**config.mk**
```make
export PLATFORM = sky130hd
export DESIGN_NAME = uart_tx_buffered_flat
export DESIGN_NICKNAME = d
export VERILOG_FILES = /design/src/rtl/uart_pkg.sv /design/src/rtl/uart_tx_buffered_if.sv /design/src/rtl/sync_fifo.sv /design/src/rtl/uart_tx_buffered.sv /design/src/flat_wrapper.sv
export SDC_FILE = /design/constraint.sdc
export NUM_CORES = 1
export LEC_CHECK = 0
export CAP_MARGIN = 20
export CORE_ASPECT_RATIO = 0.6
export CORE_MARGIN = 4
export CORE_UTILIZATION = 60
export CTS_CLUSTER_DIAMETER = 150
export DETAILED_ROUTE_END_ITERATION = 7
export PLACE_DENSITY = 0.78
export REMOVE_ABC_BUFFERS = 1
export SYNTH_ARGS = -nofsm -noshare
export SYNTH_HDL_FRONTEND = slang
export SYNTH_SLANG_ARGS = --single-unit
```
**constraint.sdc**
```tcl
create_clock -name clock -period 5.6 [get_ports clock]
set_input_delay 1.12 -clock clock [delete_from_list [all_inputs] [get_ports clock]]
set_output_delay 1.12 -clock clock [all_outputs]
set_load 0.05 [all_outputs]
```
**src/rtl/uart_pkg.sv**
```systemverilog
// ============================================================================
//  Module : uart_pkg
//  Brief  : Shared state encoding and default bit timing for the UART TX.
//  Rev    : 1.0  initial release
// ============================================================================
`default_nettype none

package uart_pkg;

    localparam int DEFAULT_CLKS_PER_BIT = 434;

    typedef enum logic [1:0] {
        IDLE  = 2'd0,
        START = 2'd1,
        DATA  = 2'd2,
        STOP  = 2'd3
    } state_t;

endpackage

`default_nettype wire

```
**src/rtl/uart_tx_buffered_if.sv**
```systemverilog
// ============================================================================
//  Module : uart_tx_buffered_if
//  Brief  : Valid/ready byte channel from the SoC producer into the TX queue.
//  Rev    : 1.0  initial release
// ============================================================================
`default_nettype none

interface uart_tx_buffered_if;

    logic [7:0] tx_data;
    logic       tx_valid;
    logic       tx_ready;

    modport master (output tx_data, output tx_valid, input tx_ready);
    modport slave  (input tx_data, input tx_valid, output tx_ready);

endinterface

`default_nettype wire

```
**src/rtl/sync_fifo.sv**
```systemverilog
// ============================================================================
//  Module : sync_fifo
//  Brief  : Single-clock FIFO with registered full/empty flags and count.
//  Rev    : 1.0  initial release
// ============================================================================
`default_nettype none

module sync_fifo #(
    parameter int WIDTH = 8,
    parameter int DEPTH = 16,
    parameter int CNT_W = $clog2(DEPTH) + 1
) (
    input  wire logic             clock,
    input  wire logic             reset_rtl,
    input  wire logic             push,
    input  wire logic [WIDTH-1:0] push_data,
    input  wire logic             pop,
    output logic      [WIDTH-1:0] pop_data,
    output logic                  full,
    output logic                  empty,
    output logic      [CNT_W-1:0] count
);

    localparam int AW = $clog2(DEPTH);

    logic [WIDTH-1:0] mem [DEPTH];
    logic [AW-1:0]    wr_ptr;
    logic [AW-1:0]    rd_ptr;
    logic             do_push;
    logic             do_pop;
    logic [CNT_W-1:0] next_count;

    assign do_push  = push && !full;
    assign do_pop   = pop && !empty;
    assign pop_data = mem[rd_ptr];

    always_comb begin
        next_count = count + CNT_W'(do_push) - CNT_W'(do_pop);
    end

    // Storage has no reset so it can map onto distributed RAM.
    always_ff @(posedge clock) begin
        if (do_push) begin
            mem[wr_ptr] <= push_data;
        end
    end

    always_ff @(posedge clock or negedge reset_rtl) begin
        if (!reset_rtl) begin
            wr_ptr <= '0;
            rd_ptr <= '0;
            count  <= '0;
            full   <= 1'b0;
            empty  <= 1'b1;
        end else begin
            if (do_push) begin
                wr_ptr <= wr_ptr + 1'b1;
            end
            if (do_pop) begin
                rd_ptr <= rd_ptr + 1'b1;
            end
            count <= next_count;
            full  <= (next_count == CNT_W'(DEPTH));
            empty <= (next_count == '0);
        end
    end

endmodule

`default_nettype wire

```
**src/rtl/uart_tx_buffered.sv**
```systemverilog
// ============================================================================
//  Module : uart_tx_buffered
//  Brief  : FIFO-buffered 8N1 UART transmitter, LSB first, idle-high line.
//  Rev    : 1.0  initial release
// ============================================================================
`default_nettype none

module uart_tx_buffered
    import uart_pkg::*;
#(
    parameter int CLKS_PER_BIT = DEFAULT_CLKS_PER_BIT,
    parameter int FIFO_DEPTH   = 16,
    parameter int CNT_W        = $clog2(FIFO_DEPTH) + 1
) (
    input  wire logic             clock,
    input  wire logic             reset_rtl,
    uart_tx_buffered_if.slave     tx_bus,
    output logic                  txd,
    output logic                  busy,
    output logic      [CNT_W-1:0] fifo_count
);

    localparam int              CW   = $clog2(CLKS_PER_BIT);
    localparam logic [CW-1:0]   LAST = CW'(CLKS_PER_BIT - 1);

    state_t        state;
    logic [CW-1:0] bit_cnt;
    logic [2:0]    bit_idx;
    logic [7:0]    shift;
    logic [7:0]    head;
    logic          full;
    logic          empty;
    logic          fifo_pop;

    assign tx_bus.tx_ready = !full;
    assign fifo_pop        = (state == IDLE) && !empty;

    sync_fifo #(
        .WIDTH (8),
        .DEPTH (FIFO_DEPTH),
        .CNT_W (CNT_W)
    ) u_fifo (
        .clock     (clock),
        .reset_rtl (reset_rtl),
        .push      (tx_bus.tx_valid),
        .push_data (tx_bus.tx_data),
        .pop       (fifo_pop),
        .pop_data  (head),
        .full      (full),
        .empty     (empty),
        .count     (fifo_count)
    );

    // txd always carries the bit of the state being entered, so each bit
    // lasts exactly CLKS_PER_BIT cycles and frames are 10 bit-times long.
    always_ff @(posedge clock or negedge reset_rtl) begin
        if (!reset_rtl) begin
            state   <= IDLE;
            bit_cnt <= '0;
            bit_idx <= '0;
            shift   <= '0;
            txd     <= 1'b1;
            busy    <= 1'b0;
        end else begin
            case (state)
                IDLE: begin
                    txd     <= 1'b1;
                    busy    <= 1'b0;
                    bit_cnt <= '0;
                    bit_idx <= '0;
                    if (!empty) begin
                        shift <= head;
                        txd   <= 1'b0;
                        busy  <= 1'b1;
                        state <= START;
                    end
                end
                START: begin
                    if (bit_cnt == LAST) begin
                        bit_cnt <= '0;
                        txd     <= shift[0];
                        shift   <= {1'b0, shift[7:1]};
                        state   <= DATA;
                    end else begin
                        bit_cnt <= bit_cnt + 1'b1;
                    end
                end
                DATA: begin
                    if (bit_cnt == LAST) begin
                        bit_cnt <= '0;
                        if (bit_idx == 3'd7) begin
                            txd   <= 1'b1;
                            state <= STOP;
                        end else begin
                            bit_idx <= bit_idx + 1'b1;
                            txd     <= shift[0];
                            shift   <= {1'b0, shift[7:1]};
                        end
                    end else begin
                        bit_cnt <= bit_cnt + 1'b1;
                    end
                end
                STOP: begin
                    if (bit_cnt == LAST) begin
                        bit_cnt <= '0;
                        busy    <= 1'b0;
                        state   <= IDLE;
                    end else begin
                        bit_cnt <= bit_cnt + 1'b1;
                    end
                end
                default: begin
                    state <= IDLE;
                    txd   <= 1'b1;
                    busy  <= 1'b0;
                end
            endcase
        end
    end

endmodule

`default_nettype wire

```
**src/flat_wrapper.sv**
```systemverilog
// flat-port wrapper written by rule: the top's interface ports become plain ports
module uart_tx_buffered_flat import uart_pkg::*;
#(
    parameter int CLKS_PER_BIT = DEFAULT_CLKS_PER_BIT,
    parameter int FIFO_DEPTH   = 16,
    parameter int CNT_W        = $clog2(FIFO_DEPTH) + 1
)
  (clock, reset_rtl, txd, busy, fifo_count, tx_bus_tx_data, tx_bus_tx_valid, tx_bus_tx_ready);
  uart_tx_buffered_if tx_bus_i ();
  input  wire logic clock;
  input  wire logic reset_rtl;
  output logic txd;
  output logic busy;
  output logic      [CNT_W-1:0] fifo_count;
  input wire logic [$bits(tx_bus_i.tx_data)-1:0] tx_bus_tx_data;
  input wire logic [$bits(tx_bus_i.tx_valid)-1:0] tx_bus_tx_valid;
  output wire logic [$bits(tx_bus_i.tx_ready)-1:0] tx_bus_tx_ready;
  assign tx_bus_i.tx_data = tx_bus_tx_data;
  assign tx_bus_i.tx_valid = tx_bus_tx_valid;
  assign tx_bus_tx_ready = tx_bus_i.tx_ready;
  uart_tx_buffered #(.CLKS_PER_BIT(CLKS_PER_BIT), .FIFO_DEPTH(FIFO_DEPTH), .CNT_W(CNT_W)) u_core (.clock(clock), .reset_rtl(reset_rtl), .tx_bus(tx_bus_i), .txd(txd), .busy(busy), .fifo_count(fifo_count));
endmodule
```
==> out/results.ini, run 1 <==
[outcome]
outcome=finished clean

[clock_tree]
cts_root_buf=clkbuf_16
cts_tree=yes
cts_resized=0
clk_pin_slew_ns=0.06
cts_buffer_depth=2
clock_sinks=167
clk_latency_ns=0.42
ctsHoldBuffers=0
cts_buffers=17
ctsHtreeMaxLevel=4
cts_setup_buffers=0

[critical_path]
worstRegToRegCells=12
timing.rr.start=u_core.state[1]
worst-endpoint-arrival_ns=3.90
endpoint_kind=register
r2r_end=u_core.u_fifo.full
reg2reg_slack_ns=2.31
crit_fanout=8
required_ns=5.95
critPathLaunchType=input pin
crit_start=tx_bus_tx_valid
worst-setup-path-type=in -> reg

[power_and_ir_drop]
power.internal_mw=2.33
power.leakage_nw=2.75
comb_power_share=0.155
power.density_nw_per_um2=405
peakVddDrop_mv=0.384
pwr-share-clk=0.357
switching_share=0.269
seq_power_share=0.489
p_sw_mw=0.858

[floorplanning]
rows=30
die-area_um2=13500
initial_utilization=0.618
coreArea_um2=11300
dieHeight_um=91.7
die_w_um=147
io_pins=19

[sta]
worst_slack_ns=2.05
layout_min_cycle_time_ns=3.55
rsz0062_at_grt=false
finalHoldViolCount=0
fin_tns_setup_ns=0
clock_skew_ns=0.00988
setup_violations=0
min_period_over_period=0.634
worstMarginPinSlew_ns=1.11
slew_violations=0
slew_headroom=0.263
whs_ns=0.491
fmax_ghz=0.282

[place]
place.gp.congestion=0.813
place_area_um2=7290
place_ws_ns=1.58
port_buffers=18
dp_hpwl_mm=8.81

[detailed_routing]
ant_nets=0
drt-pass1-iter-count=5
drc=0
avgViaCountPerCell=6.06
first_iter_violations=326
wl_mm=13.4
num_vias=3773
wl_per_cell_um=21.5

[layout]
area_delta_synth_final_pct=12.3
layout-drive-gt1-share=0.136
antenna-diode-count=0
fin_util=0.693
final_nets=481
final_area_um2=7860

[min_path]
min_to=u_core.shift[3]
hold_depth=1
hold_path_class=reg -> reg
hold_start=u_core.shift[3]

[synth]
syn_avg_cell_area_um2=16.3
ys_ff_latch=167
ys.flop_type=edfxtp_1
ys_warn_count=0
synth_area_um2=7000
synthCells=430
ys_types=47
synthArstFlopShare=0.234
synth-edff-count=128
synth-seq-area-share=0.689

[grt]
antenna_found_initial=0
track_usage=0.213
grt_pass1_wl_mm=21.0
grt-ovfl-total=0
grt_pass1_vias=3661
grt_max_degree=40

[flow_run]
max-cap-violations=0

## power by group through the flow
stage	Clock (mW)	Combinational [mW]	Sequential (mW)
after global placement	0	0.473	1.57
after detailed placement	0	0.495	1.58
after CTS	1.15	0.496	1.56
after floorplan	0	0.272	1.62
final	1.14	0.493	1.56
after global routing	1.21	0.539	1.57
## layout make-up
type | count | area [µm²]
clock buffer | 18 | 429
sequential | 167 | 4820
inverter | 18 | 67.6
multi-input combinational | 227 | 2010
clock inverter | 14 | 146
tap | 160 | 200
fill | 723 | 3470
timing repair buffer | 19 | 183
## registers in the layout (all words and copies together), names as in the netlist
name,count
u_core.state,2
u_core.shift,8
u_core.u_fifo.full,1
u_core.bit_cnt,9
u_core.busy,1
u_core.bit_idx,3
u_core.u_fifo.empty,1
u_core.txd,1
u_core.u_fifo.mem,128
u_core.u_fifo.wr_ptr,4
u_core.u_fifo.rd_ptr,4
u_core.u_fifo.count,5
## kinds of logic (layout without fill, tap and decap cells)
kind of cell,after synthesis,after routing,share of synthesized area
buf+inv,36,69,0.0239
simple gates,77,77,0.0590
xor+xnor,18,18,0.0225
mux,50,50,0.106
compound gates,62,62,0.0631
flops,167,167,0.689
fa+ha+maj,20,20,0.0368
## placed cells by master (no fill, tap or decap), types with 2 or more instances in the layout
cell type / netlist / final
bufinv_16: 0 / 2
nor2b_1: 4 / 4
xnor2_1: 10 / 10
o21a_1: 6 / 6
a22oi_1: 14 / 14
nor2_1: 16 / 16
mux2i_1: 28 / 28
and3_1: 2 / 2
a21o_1: 4 / 4
and2_1: 17 / 17
dfstp_2: 2 / 2
inv_1: 18 / 18
clkinvlp_4: 0 / 5
clkdlybuf4s50_1: 0 / 17
nand3_1: 3 / 3
o311ai_0: 6 / 6
nand4_1: 5 / 5
clkinv_2: 0 / 2
nor3b_1: 2 / 2
clkbuf_16: 0 / 17
xor2_1: 8 / 8
o21ai_0: 5 / 5
ha_1: 19 / 19
nand2_1: 15 / 15
nand2b_1: 2 / 2
or3_1: 2 / 2
edfxtp_1: 128 / 128
a22o_1: 3 / 3
dfrtp_1: 37 / 36
a21oi_1: 12 / 12
o22ai_1: 7 / 7
mux2_2: 3 / 3
inv_6: 0 / 4
mux4_2: 19 / 19
## Yosys cell counts, types with 8 or more instances
cell      number  area, µm²
a21oi_1       12       60.1
and2_1        17        106
nor2_1        16       60.1
edfxtp_1     128       3840
xnor2_1       10       87.6
mux4_2        19        428
clkbuf_1       8       30.0
inv_1         18       67.6
nand2_1       15       56.3
dfrtp_1       37        926
xor2_1         8       70.1
ha_1          19        238
a22oi_1       14        105
mux2i_1       28        280
## metal layers
| metal | wire [µm] | global-route usage | part of all wire | up-vias |
|---|---|---|---|---|
| met5 | 0 | 0 | 0 | - |
| met3 | 1210 | 0.0652 | 0.090 | 20 |
| li1 | - | - | - | 1684 |
| met2 | 5700 | 0.289 | 0.43 | 170 |
| met4 | 190 | 0.0767 | 0.014 | 0 |
| met1 | 6310 | 0.328 | 0.47 | 1899 |
## critical path: stages
cell and delay, ns:
clkdlybuf4s50_1 0.44, nor2b_1 0.42, inv_1 0.16, ha_1 0.31, inv_1 0.06, ha_1 0.15
inv_1 0.06, fa_1 0.48, inv_1 0.05, or4_1 0.54, nor2b_1 0.12
## metrics by stage
stage / cells / total power [mW]
6_report: 623 / 3.19
5_1_grt: 623 / 3.31
4_1_cts: 623 / 3.20
3_5_place_dp: 591 / 2.07
3_3_place_gp: 591 / 2.04
2_1_floorplan: 412 / 1.89
## worst max path at each step
stage	slack (ns)	cells past startpoint	to
floorplan	2.27	10	u_core.u_fifo.full
finish	2.05	11	u_core.u_fifo.full
global placement	1.73	11	u_core.u_fifo.full
CTS	2.05	11	u_core.u_fifo.full
detailed placement	1.58	11	u_core.u_fifo.full
global route	1.91	11	u_core.u_fifo.full
Power figures use the tool's default switching activity.
==> inputs of run 2 (changes only) <==
- clock period: 5.6 -> 3.5 ns (I/O delays scaled with it)
==> run 2 against run 1 <==
  * Wire length is 5.3% higher
  * Utilization is 0.92 points higher
  * Via count is 2.3% higher
  * Worst hold slack worse by 0.093 ns
  * Combinational power is 60% higher
  * Die area stayed put
  * First-iteration DRC count is 5.2% lower
  * Cell area is 1.3% higher
  * Sequential power is 60% higher
  * Cell count is 1.1% higher
  * Clock skew is 0.0042 ns lower
  * Largest power group unchanged
==> out/results.ini, run 2 (same netlist as run 1, synthesis figures left out) <==
[detailed_routing]
avgViaCountPerCell=6.12  ; was 6.06
wl_mm=14.1  ; was 13.4 mm
ant_nets=0  ; unchanged
drt-pass1-iter-count=6  ; was 5
first_iter_violations=309  ; was 326
drc=0  ; unchanged
wl_per_cell_um=22.4  ; was 21.5 µm
num_vias=3858  ; was 3773

[floorplanning]
coreArea_um2=11300  ; unchanged
rows=30  ; unchanged
initial_utilization=0.618  ; unchanged
die-area_um2=13500  ; unchanged
dieHeight_um=91.7  ; unchanged
io_pins=19  ; unchanged
die_w_um=147  ; unchanged

[layout]
nFillCells=746  ; was 723
largest_reg_flops=128  ; unchanged
final_nets=488  ; was 481
top_regs=u_core.u_fifo.mem: 128 flops, u_core.bit_cnt: 9 flops, u_core.shift: 8 flops  ; unchanged
multiInputGateArea_um2=2010  ; unchanged
final_cell_mix=edfxtp_1, dfrtp_1, mux2i_1  ; unchanged
fin_util=0.703  ; was 0.693
layout-drive-gt1-share=0.149  ; was 0.136
area_delta_synth_final_pct=13.8  ; was 12.3%
antenna-diode-count=0  ; unchanged
stdcell_count=630  ; was 623
final_common_cell=edfxtp_1  ; unchanged
regArea_um2=4820  ; unchanged
top_register=u_core.u_fifo.mem  ; unchanged

[clock_tree]
clk_pin_slew_ns=0.06  ; about the same
cts_setup_buffers=0  ; unchanged
cts_buffer_depth=2  ; unchanged
clk_latency_ns=0.43  ; was 0.42 ns
cts_buffers=17  ; unchanged
cts_root_buf=clkbuf_16  ; unchanged
ctsHoldBuffers=0  ; unchanged
cts_tree=yes  ; unchanged
cts_resized=0  ; unchanged
clock_sinks=167  ; unchanged
ctsHtreeMaxLevel=4  ; unchanged

[power_and_ir_drop]
power.leakage_nw=2.82  ; was 2.75 nW
power.density_nw_per_um2=657  ; was 405 nW/µm²
peakVddDrop_mv=0.634  ; was 0.384 mV

[grt]
grt-ovfl-total=0  ; unchanged
antenna_found_initial=0  ; unchanged
grt_pass1_wl_mm=22.3  ; was 21.0 mm
grt_max_degree=40  ; unchanged
track_usage=0.226  ; was 0.213
grt_pass1_vias=3811  ; was 3661

[min_path]
hold_path_class=in -> async  ; was reg -> reg

[critical_path]
crit_path_top_delay_cell=or4_1  ; unchanged
slowest_delay_ns=0.53  ; was 0.54 ns
crit_family=adder cells  ; was simple AND/OR/NAND/NOR gates
critPathMostFrequentCell=inv_1  ; unchanged
required_ns=3.86  ; was 5.95 ns
endpoint_kind=register  ; unchanged
worst-setup-path-type=reg -> reg  ; was in -> reg
worst-endpoint-arrival_ns=3.43  ; was 3.90 ns
worstRegToRegCells=12  ; unchanged
cp_cell_sequence=inv_1 > ha_1 > inv_1 > nor2_1 > ha_1 > inv_1 > ha_1 > inv_1 > fa_1 > inv_1 > or4_1 > nor2b_1  ; was clkdlybuf4s50_1 > nor2b_1 > inv_1 > ha_1 > inv_1 > ha_1 > inv_1 > fa_1 > inv_1 > or4_1 > nor2b_1
crit_fanout=5  ; was 8
worst-path-stages=12  ; was 11
critPathLaunchType=register  ; was input pin
critPathBufInv=5  ; unchanged

[place]
dp_hpwl_mm=9.23  ; was 8.81 mm
place.gp.congestion=0.803  ; was 0.813
placed_cells=598  ; was 591
port_buffers=18  ; unchanged

[sta]
slew_violations=0  ; unchanged
clock_skew_ns=0.00569  ; was 0.00988 ns
slew_headroom=0.381  ; was 0.263
layout_min_cycle_time_ns=3.07
finalHoldViolCount=0  ; unchanged
min_period_over_period=0.879
worstMarginPinSlew_ns=0.928  ; was 1.11 ns
fin_tns_setup_ns=0  ; unchanged
rsz0062_at_grt=false  ; unchanged
fmax_ghz=0.325
setup_violations=0  ; unchanged

[flow_run]
max-cap-violations=0  ; unchanged

[outcome]
outcome=finished clean  ; unchanged

==> run 2: changes by cell type in the layout (fill, tap and decap cells not counted) <==
| cell | delta |
|---|---|
| buf_4 | +7 |
| clkinvlp_4 | -5 |
| clkinv_4 | +4 |
| bufinv_16 | +2 |
| inv_6 | -2 |
| clkbuf_1 | -1 |
| clkinv_1 | +1 |
| inv_8 | +1 |
==> run 2: power breakdown <==
group / total [mW] / internal (mW) / switching (mW)
Combinational: 0.788 / 0.294 / 0.494
Sequential: 2.49 / 2.38 / 0.108
Clock: 1.96 / 1.20 / 0.762
==> run 2: stage by stage <==
stage               setup WS, ns  total power, mW  area [µm²]  hold slack [ns]
CTS                        0.458             5.28        7970            0.435
floorplan                  0.592             3.03        6900            0.404
global placement           0.335             3.28        7340            0.476
detailed placement         0.267             3.32        7340            0.480
global route               0.266             5.45        7970            0.473
finish                     0.425             5.24        7970            0.398
==> run 2: final timing paths <==
kind                                  from                       to  slack [ns]
hold / removal                   reset_rtl   u_core.u_fifo.count[0]        0.40
setup reg to reg           u_core.state[0]       u_core.u_fifo.full        0.43
max in group asynchronous        reset_rtl  u_core.u_fifo.rd_ptr[1]        2.44
min in group clock         u_core.shift[4]          u_core.shift[4]        0.50
hold reg to reg            u_core.shift[4]          u_core.shift[4]        0.50
setup / recovery           u_core.state[0]       u_core.u_fifo.full        0.43
==> run 2: routing by layer <==
layer	track usage	vias up	wire (µm)
met5	0	-	0
met4	0.0829	0	235
met3	0.0538	18	1170
met2	0.311	177	6260
met1	0.354	1969	6440
li1	-	1694	-
==> run 2: cell type report <==
type / count / share of cell area
Clock buffer: 17 / 0.0534
Sequential cell: 167 / 0.606
Timing Repair Buffer: 26 / 0.0295
Clock inverter: 15 / 0.0253
Multi-Input combinational cell: 227 / 0.253
Tap cell: 160 / 0.0251
Inverter: 18 / 0.00848
==> inputs of run 3 (changes only) <==
- ABC_CLOCK_PERIOD_IN_PS: default -> 3100
- clock period: 3.5 -> 3.1 ns (I/O delays scaled with it)
==> run 3 against run 2 <==
  * Non-clock buffer count is 1 lower
  * Clock power is 11% higher
  * Clock skew is 0.0026 ns higher
  * Cell area is 0.20% lower
  * Highest routed layer unchanged
  * Critical path type unchanged
==> out/results.ini, run 3 (same netlist as run 1, synthesis figures left out) <==
[outcome]
outcome=finished clean  ; unchanged

[detailed_routing]
ant_nets=0  ; unchanged
wl_mm=13.9  ; was 14.1 mm
drt-pass1-iter-count=4  ; was 6
avgViaCountPerCell=5.93  ; was 6.12
first_iter_violations=348  ; was 309
num_vias=3731  ; was 3858
drc=0  ; unchanged
wl_per_cell_um=22.0  ; was 22.4 µm

[layout]
fin_util=0.701  ; was 0.703
top_register=u_core.u_fifo.mem  ; unchanged
final_area_um2=7950  ; was 7970 µm²
final_cell_mix=edfxtp_1, dfrtp_1, mux2i_1  ; unchanged
antenna-diode-count=0  ; unchanged
layout-drive-gt1-share=0.143  ; was 0.149
nFillCells=740  ; was 746
top_regs=u_core.u_fifo.mem: 128 flops, u_core.bit_cnt: 9 flops, u_core.shift: 8 flops  ; unchanged
largest_reg_flops=128  ; unchanged
final_common_cell=edfxtp_1  ; unchanged
area_delta_synth_final_pct=13.5  ; was 13.8%
final_nets=487  ; was 488

[critical_path]
endpoint_kind=register  ; unchanged
critPathLaunchType=register  ; unchanged
crit_family=adder cells  ; unchanged
worst-setup-path-type=reg -> reg  ; unchanged
critPathBufInv=5  ; unchanged
worst-endpoint-arrival_ns=3.19  ; was 3.43 ns
crit_start=u_core.state[1]  ; was u_core.state[0]
cp_cell_sequence=inv_1 > ha_1 > inv_1 > nor2_4 > ha_1 > inv_1 > ha_1 > inv_1 > fa_1 > inv_1 > or4_1 > nor2b_1  ; was inv_1 > ha_1 > inv_1 > nor2_1 > ha_1 > inv_1 > ha_1 > inv_1 > fa_1 > inv_1 > or4_1 > nor2b_1
crit_fanout=5  ; unchanged
crit_path_top_delay_cell=or4_1  ; unchanged
required_ns=3.45  ; was 3.86 ns
timing.rr.start=u_core.state[1]  ; was u_core.state[0]
critPathMostFrequentCell=inv_1  ; unchanged
slowest_delay_ns=0.54  ; was 0.53 ns

[place]
dp_hpwl_mm=9.37  ; was 9.23 mm
port_buffers=18  ; unchanged
place_ws_ns=-0.0666  ; was 0.267 ns
place.gp.congestion=0.829  ; was 0.803
place_area_um2=7330  ; was 7340 µm²

[grt]
grt_pass1_wl_mm=22.2  ; was 22.3 mm
antenna_found_initial=0  ; unchanged
grt_pass1_vias=3940  ; was 3811
track_usage=0.224  ; was 0.226
grt_max_degree=40  ; unchanged
grt-ovfl-total=0  ; unchanged

[power_and_ir_drop]
pwr-share-clk=0.371  ; was 0.375
comb_power_share=0.152  ; was 0.150
peakVddDrop_mv=0.829  ; was 0.634 mV
power.internal_mw=4.36  ; was 3.87 mW
power.leakage_nw=2.80  ; was 2.82 nW
power.density_nw_per_um2=741  ; was 657 nW/µm²
p_sw_mw=1.53  ; was 1.36 mW
seq_power_share=0.477  ; was 0.475
switching_share=0.260  ; was 0.261
totalPowerFinal_mw=5.89  ; was 5.24 mW

[sta]
slew_headroom=0.385  ; was 0.381
whs_ns=0.324  ; was 0.398 ns
rsz0062_at_grt=false  ; unchanged
slew_violations=0  ; unchanged
clock_skew_ns=0.00827  ; was 0.00569 ns
layout_min_cycle_time_ns=2.84  ; was 3.07 ns
worst_slack_ns=0.256  ; was 0.425 ns
setup_violations=0  ; unchanged
finalHoldViolCount=0  ; unchanged
fmax_ghz=0.352  ; was 0.325 GHz
min_period_over_period=0.917  ; was 0.879
worstMarginPinSlew_ns=0.923  ; was 0.928 ns

[floorplanning]
rows=30  ; unchanged
die_w_um=147  ; unchanged
coreArea_um2=11300  ; unchanged
initial_utilization=0.618  ; unchanged
die-area_um2=13500  ; unchanged
dieHeight_um=91.7  ; unchanged
io_pins=19  ; unchanged

[clock_tree]
cts_root_buf=clkbuf_16  ; unchanged
clk_latency_ns=0.42  ; was 0.43 ns
clock_sinks=167  ; unchanged
cts_tree=yes  ; unchanged
cts_buffers=17  ; unchanged
ctsHtreeMaxLevel=4  ; unchanged
clk_pin_slew_ns=0.07  ; was 0.06 ns
cts_buffer_depth=2  ; unchanged
ctsHoldBuffers=0  ; unchanged

[flow_run]
max-cap-violations=0  ; unchanged

[min_path]
hold_path_class=in -> async  ; unchanged

[run 3: timing repair]
item,CTS,global route
endpoints found under the setup margin,0,2
resized for setup,0,2
buffers inserted,0,0
[run 3: stage by stage]
step	instances	TNS, ns
2_1_floorplan	412	0
3_3_place_gp	597	0
3_5_place_dp	597	-0.104
4_1_cts	629	0
5_1_grt	629	0
6_report	629	0
[run 3: area by class of cell]
| class | count | area [µm²] | share of cell area |
|---|---|---|---|
| Multi-Input combinational cell | 227 | 2020 | 0.254 |
| Clock inverter | 14 | 181 | 0.0228 |
| Tap cell | 160 | 200 | 0.0252 |
| Sequential cell | 167 | 4820 | 0.607 |
| Inverter | 18 | 67.6 | 0.00850 |
| Timing Repair Buffer | 25 | 228 | 0.0286 |
| Clock buffer | 18 | 429 | 0.0540 |
[run 3: path summary, 6_finish.rpt]
path / endpoint / slack (ns) / cells past startpoint
setup / recovery: u_core.u_fifo.full / 0.26 / 12
setup reg to reg: u_core.u_fifo.full / 0.26 / 12
hold / removal: u_core.u_fifo.count[2] / 0.32 / 1
max in group asynchronous: u_core.u_fifo.rd_ptr[1] / 2.14 / 1
hold reg to reg: u_core.shift[2] / 0.50 / 1
min in group clock: u_core.shift[2] / 0.50 / 1
[run 3: power by group through the flow]
| stage | Clock, mW | Sequential [mW] | Combinational (mW) |
|---|---|---|---|
| finish | 2.18 | 2.81 | 0.897 |
| global route | 2.33 | 2.83 | 0.988 |
| CTS | 2.20 | 2.81 | 0.910 |
| detailed placement | 0 | 2.85 | 0.901 |
| global placement | 0 | 2.83 | 0.867 |
| floorplan | 0 | 2.93 | 0.491 |
[run 3: worst reg2reg max path: stages, from the launching register on]
cell     delay [ns]
dfrtp_1        0.40
inv_1          0.13
ha_1           0.25
inv_1          0.10
nor2_4         0.15
ha_1           0.26
inv_1          0.06
ha_1           0.16
inv_1          0.06
fa_1           0.48
inv_1          0.05
or4_1          0.54
nor2b_1        0.14
[run 3: routing by layer]
layer  vias to the layer above  global-route usage  routed length, µm
li1                       1687                   -                  -
met1                      1894               0.332               6530
met2                       141               0.315               6000
met3                         9              0.0835               1190
met4                         0              0.0651                136
met5                         -                   0                  0
